### src/rtl/rf_write_arbiter.sv
// rf_write_arbiter: two-requester write-back arbiter for a register file.
// req0 (ALU) and req1 (load unit) compete for the single write port.
// Address 0 is a discard target, so it is accepted without arbitration.
// Nonzero-address conflicts alternate between the requesters.
// The write port is registered with a latency of one cycle.
// A busy scoreboard tracks registers reserved by issue and not yet written.
module rf_write_arbiter #(
  parameter int DEPTH = 32,
  parameter int BITS  = 64,
  localparam int AW   = (DEPTH > 1) ? $clog2(DEPTH) : 1
) (
  input  logic             clk,
  input  logic             rst,
  input  logic             req0_valid,
  input  logic [AW-1:0]    req0_addr,
  input  logic [BITS-1:0]  req0_data,
  output logic             req0_ready,
  input  logic             req1_valid,
  input  logic [AW-1:0]    req1_addr,
  input  logic [BITS-1:0]  req1_data,
  output logic             req1_ready,
  input  logic             rsv_valid,
  input  logic [AW-1:0]    rsv_addr,
  output logic             rf_writeEn,
  output logic [AW-1:0]    rf_addressw,
  output logic [BITS-1:0]  rf_writeData,
  output logic [DEPTH-1:0] busy
);

  // One-hot decode of a register address into a scoreboard mask.
  function automatic logic [DEPTH-1:0] f_onehot(input logic [AW-1:0] addr);
    logic [DEPTH-1:0] mask;
    mask = '0;
    for (int i = 0; i < DEPTH; i++) begin
      if (addr == AW'(i)) mask[i] = 1'b1;
    end
    return mask;
  endfunction

  // True when a request targets a real register (address 0 is a sink).
  function automatic logic f_real_dst(input logic vld, input logic [AW-1:0] addr);
    return vld && (addr != '0);
  endfunction

  // r_last_grant: 0 = req0 was granted most recently, 1 = req1.
  logic             r_last_grant;
  logic [DEPTH-1:0] r_busy;
  logic             r_wr_vld_p1;
  logic [AW-1:0]    r_wr_addr_p1;
  logic [BITS-1:0]  r_wr_data_p1;

  logic             w_nz0_p0;
  logic             w_nz1_p0;
  logic             w_gnt0_p0;
  logic             w_gnt1_p0;
  logic             w_gnt_vld_p0;
  logic [AW-1:0]    w_gnt_addr_p0;
  logic [BITS-1:0]  w_gnt_data_p0;
  logic             w_rsv_nz_p0;
  logic [DEPTH-1:0] w_clr_mask;
  logic [DEPTH-1:0] w_set_mask;
  logic [DEPTH-1:0] w_busy_nxt;

  // ---- stage p0: arbitration and ready generation (combinational) ----
  // Arbitrate nonzero-address requests; zero-address requests always pass.
  always_comb begin
    w_nz0_p0      = f_real_dst(req0_valid, req0_addr);
    w_nz1_p0      = f_real_dst(req1_valid, req1_addr);
    w_gnt0_p0     = 1'b0;
    w_gnt1_p0     = 1'b0;
    w_gnt_vld_p0  = 1'b0;
    w_gnt_addr_p0 = req0_addr;
    w_gnt_data_p0 = req0_data;
    req0_ready    = 1'b0;
    req1_ready    = 1'b0;
    if (!rst) begin
      // On conflict the requester that did not win last time goes first.
      w_gnt0_p0  = w_nz0_p0 && (!w_nz1_p0 || r_last_grant);
      w_gnt1_p0  = w_nz1_p0 && (!w_nz0_p0 || !r_last_grant);
      req0_ready = req0_valid && (!w_nz0_p0 || w_gnt0_p0);
      req1_ready = req1_valid && (!w_nz1_p0 || w_gnt1_p0);
    end
    w_gnt_vld_p0 = w_gnt0_p0 || w_gnt1_p0;
    if (w_gnt1_p0) begin
      w_gnt_addr_p0 = req1_addr;
      w_gnt_data_p0 = req1_data;
    end
  end

  // Compute next scoreboard: clear the granted register, then apply reserve.
  always_comb begin
    w_rsv_nz_p0 = f_real_dst(rsv_valid, rsv_addr);
    w_clr_mask  = '0;
    w_set_mask  = '0;
    if (w_gnt_vld_p0) w_clr_mask = f_onehot(w_gnt_addr_p0);
    if (w_rsv_nz_p0)  w_set_mask = f_onehot(rsv_addr);
    // Setting after clearing lets a same-cycle reserve win over the grant.
    w_busy_nxt    = (r_busy & ~w_clr_mask) | w_set_mask;
    w_busy_nxt[0] = 1'b0;
  end

  // ---- stage p0 -> p1: state registers ----
  // Priority register, moved only by grants that actually write.
  always_ff @(posedge clk) begin
    if (rst) begin
      r_last_grant <= 1'b1;
    end else if (w_gnt0_p0) begin
      r_last_grant <= 1'b0;
    end else if (w_gnt1_p0) begin
      r_last_grant <= 1'b1;
    end
  end

  // Busy scoreboard register.
  always_ff @(posedge clk) begin
    if (rst) begin
      r_busy <= '0;
    end else begin
      r_busy <= w_busy_nxt;
    end
  end

  // Registered write port; address and data hold when nothing is granted.
  always_ff @(posedge clk) begin
    if (rst) begin
      r_wr_vld_p1  <= 1'b0;
      r_wr_addr_p1 <= '0;
      r_wr_data_p1 <= '0;
    end else begin
      r_wr_vld_p1 <= w_gnt_vld_p0;
      if (w_gnt_vld_p0) begin
        r_wr_addr_p1 <= w_gnt_addr_p0;
        r_wr_data_p1 <= w_gnt_data_p0;
      end
    end
  end

  // ---- stage p1: register-file write port ----
  // A reset arriving while a write is pending squashes that write.
  assign rf_writeEn   = r_wr_vld_p1 && !rst;
  assign rf_addressw  = r_wr_addr_p1;
  assign rf_writeData = r_wr_data_p1;
  assign busy         = r_busy;

endmodule

### config.mk
export PLATFORM = sky130hd
export DESIGN_NAME = rf_write_arbiter
export DESIGN_NICKNAME = d
export VERILOG_FILES = /design/src/rtl/rf_write_arbiter.sv
export SDC_FILE = /design/constraint.sdc
export NUM_CORES = 1
export LEC_CHECK = 0
export BUFFER_PORTS_ARGS = -buffer_cell sky130_fd_sc_hd__buf_2
export CORE_UTILIZATION = 47
export CTS_BUF_LIST = sky130_fd_sc_hd__clkbuf_4 sky130_fd_sc_hd__clkbuf_8
export DETAILED_ROUTE_END_ITERATION = 8
export MAX_ROUTING_LAYER = met4
export PLACE_DENSITY = 0.94
export SYNTH_ARGS = -nofsm -noshare
export SYNTH_HDL_FRONTEND = slang
export SYNTH_SLANG_ARGS = --single-unit
### constraint.sdc
create_clock -name clk -period 2.4 [get_ports clk]
set_input_delay 0.12 -clock clk [delete_from_list [all_inputs] [get_ports clk]]
set_output_delay 0.12 -clock clk [all_outputs]
set_load 0.005 [all_outputs]
==> key figures <==
Place
  • Port buffer count: 250
  • DP HPWL: 10900 µm
  • Cell Area, Placed: 0.00612 mm²
  • Gp weighted congestion: 0.945

Power and ir drop
  • Max VDD drop: 0.449 mV
  • Cell Pwr Density: 556 mW/mm²
  • Power, Total: 3.75 mW
  • Pleak: 3.09 nW

STA
  • TNS Setup: 0 ns
  • Unrepaired setup endpoints after global routing: no
  • Final setup viols: 0
  • Fin. max-slew vios: 0
  • Post-Route Skew: ~0.011 ns
  • F_max: approximately 0.44 GHz
  • Tightest Pin Transition: 0.950 ns
  • Final period util: 0.948
  • Minimum clock period: ~2.3 ns
  • Final Hold Fails: 0
  • Max-Slew Margin vs Limit: 0.367

Detailed routing
  • Via count: 5858
  • Antenna Violating Nets Remaining: 0
  • Drt drc: 0
  • 1st-pass router iterations: 5
  • Avg WL per Cell: 16.3 µm
  • Top sig layer: met4
  • Met3 Routed Length: 1600 µm
  • WL final: ~17000 µm
  • Initial DRC count: approximately 340
  • DRT met1 WL: 6250 µm
  • Via density per instance: 5.67
  • Wire length on met2: 8130 µm

CTS
  • Sink Count: approximately 100
  • Clk_lat worst skew: 0.36 ns
  • Root buf cell: clkbuf_8
  • Htree depth: 3
  • Clock Tree Buf Depth: 2
  • Post-CTS Setup Bufs: 0
  • CTS tree: yes
  • TritonCTS buffer count: 9
  • Reg clk slew, reported paths: 0.10 ns

Setup path
  • Top delay family on crit path: buffers and inverters
  • Critical path buffers and inverters: 2
  • Worst Path Required: about 2.7 ns
  • Critical Path Sink Type: register
  • CP max stage delay: about 0.58 ns
  • Startpoint Class: register
  • Critical path class: register to register
  • Critical Path Fanout Max: 31
  • Crit-path cells: nand2_2 -> o211ai_4 -> buf_4 -> nand2_1 -> a311oi_1 -> dlygate4sd3_1
  • Reg-to-reg slack, setup: 0.12 ns
  • Worst Path Arrival: 2.58 ns
  • Slowest CP cell: dlygate4sd3_1
  • Crit path launch: r_last_grant$_SDFFE_PP1P_
  • Worst R2R Start: r_last_grant$_SDFFE_PP1P_

Yosys
  • Synth unique cells: 36
  • FF+latch count, synth: 102
  • Synth Instances: 633
  • Syn_nets: 781
  • Register area share after synthesis: 0.425
  • Post-synth EDFFs: 0
  • Synth warn: 0
  • Syn avg cell area: 7.59 µm²
  • Cell Area, Synth: slightly below 0.005 mm²
  • Ys async rst share: 0
  • Ys flop type: dfxtp_1

Floorplanning
  • Core Box Area: 0.00986 mm²
  • Initial Utilization: 0.487
  • Die Footprint: 0.0106 mm²
  • # IOs: 252
  • Die height: between 100 and 150 µm
  • Die Wd: 103 µm
  • Num rows: 36

GRT
  • Grt ovf: 0
  • Initial antenna violation count: 1
  • Largest net degree at the start of global routing: 88
  • All-Layer GR Usage: 0.336
  • Number of global-route vias before repair: around 5k
  • First-pass GRT wire length: 26200 µm

Run
  • Maxcap violations: 0

Final layout
  • Total of fill cells in the finished design: about 800
  • Most frequent cells in the layout: buf_2, nand2_1, nor2_1
  • Nets: around 1.0k
  • Commonest non-fill, non-tap cell in the layout: buf_2
  • Share of cells above drive strength 1: 0.319
  • Area Overhead vs Synth: 40.2%
  • Fin area: 0.00674 mm²

Status
  • Status: complete, no violations

Hold path
  • Hold WC Path Type: primary input to register
  • Min-delay src: req1_data[12]
==> cell usage after synthesis (all sizes together), types with 2 or more instances <==
master / count / area share
o211ai: 4 / 0.0073
clkbuf: 33 / 0.026
and3: 3 / 0.0039
buf: 17 / 0.022
nand4: 4 / 0.0052
nand3: 4 / 0.0042
mux2i: 3 / 0.0062
nand4b: 2 / 0.0036
nor2: 136 / 0.11
o21ai: 3 / 0.0031
nor2b: 11 / 0.014
nand2: 149 / 0.12
o2111ai: 6 / 0.011
nand2b: 6 / 0.0078
or3: 2 / 0.0026
a21oi: 32 / 0.033
dfxtp: 102 / 0.42
a311oi: 69 / 0.13
nand3b: 3 / 0.0047
a211oi: 31 / 0.048
nor3: 4 / 0.0042
o21a: 2 / 0.0031
==> per-stage QoR <==
step | hold slack, ns | utilization | setup WS [ns] | std cells
detailed placement | 0.390 | 0.620 | 0.276 | 976
finish | 0.0149 | 0.683 | 0.124 | 1033
CTS | 0.0000482 | 0.676 | 0.0287 | 1027
global route | -0.00196 | 0.683 | 0.00846 | 1033
global placement | 0.385 | 0.620 | 0.329 | 976
floorplan | 0.279 | - | 0.659 | 633
==> worst reg2reg max path: cells and delay by family (launching register included) <==
family                 cells  cell delay [ns]
buffers and inverters      2             0.96
AOI/OAI and AO/OA          2             0.56
DFF                        1             0.41
and+or+nand+nor            2             0.29
==> sequential cells by signal (all words and copies together), names as in the netlist <==
register	flops
busy	31
rf_writeData	64
r_last_grant	1
rf_addressw	5
r_wr_vld_p1	1
==> power breakdown <==
group / switching (mW) / internal [mW]
Sequential: 0.0511 / 1.80
Clock: 0.638 / 0.496
Combinational: 0.419 / 0.346
Total: 1.11 / 2.64
==> per-layer routing <==
metal  GRT usage  up-vias
met4       0.166        0
met5           -        -
met1       0.368     2687
li1            -     2763
met2       0.501      333
met3       0.172       75
==> final timing paths <==
path / to / cells past startpoint
setup reg to reg: rf_writeData[27]$_SDFFE_PP0P_ / 6
setup / recovery: rf_writeData[27]$_SDFFE_PP0P_ / 6
hold / removal: rf_writeData[12]$_SDFFE_PP0P_ / 3
hold reg to reg: rf_addressw[4]$_SDFFE_PP0P_ / 2
==> final cells by class <==
type,count,area [µm²],area share
flip-flops and latches,102,2040,0.303
multi-input cells,480,2560,0.380
diodes,1,2.50,0.000371
repair buffers,300,1760,0.261
inverters,1,3.75,0.000557
clock buffers,9,124,0.0184
well taps,133,166,0.0247
clock inverters,7,78.8,0.0117
==> repair_timing <==
item / 4_1_cts / 5_1_grt
hold buffers: 35 / 5
endpoints found under the setup margin: 0 / 10
hold endpoints to repair: 27 / 5
resized for setup: 0 / 4
==> cells by family after synthesis <==
family	count (synthesis)	synth area share
DFF	102	0.425
AOI/OAI and AO/OA	149	0.239
buffers and inverters	51	0.0489
and+or+nand+nor	326	0.278
muxes	4	0.00859
other	1	0.000780
Note: power is estimated with default switching activity, not from simulation.
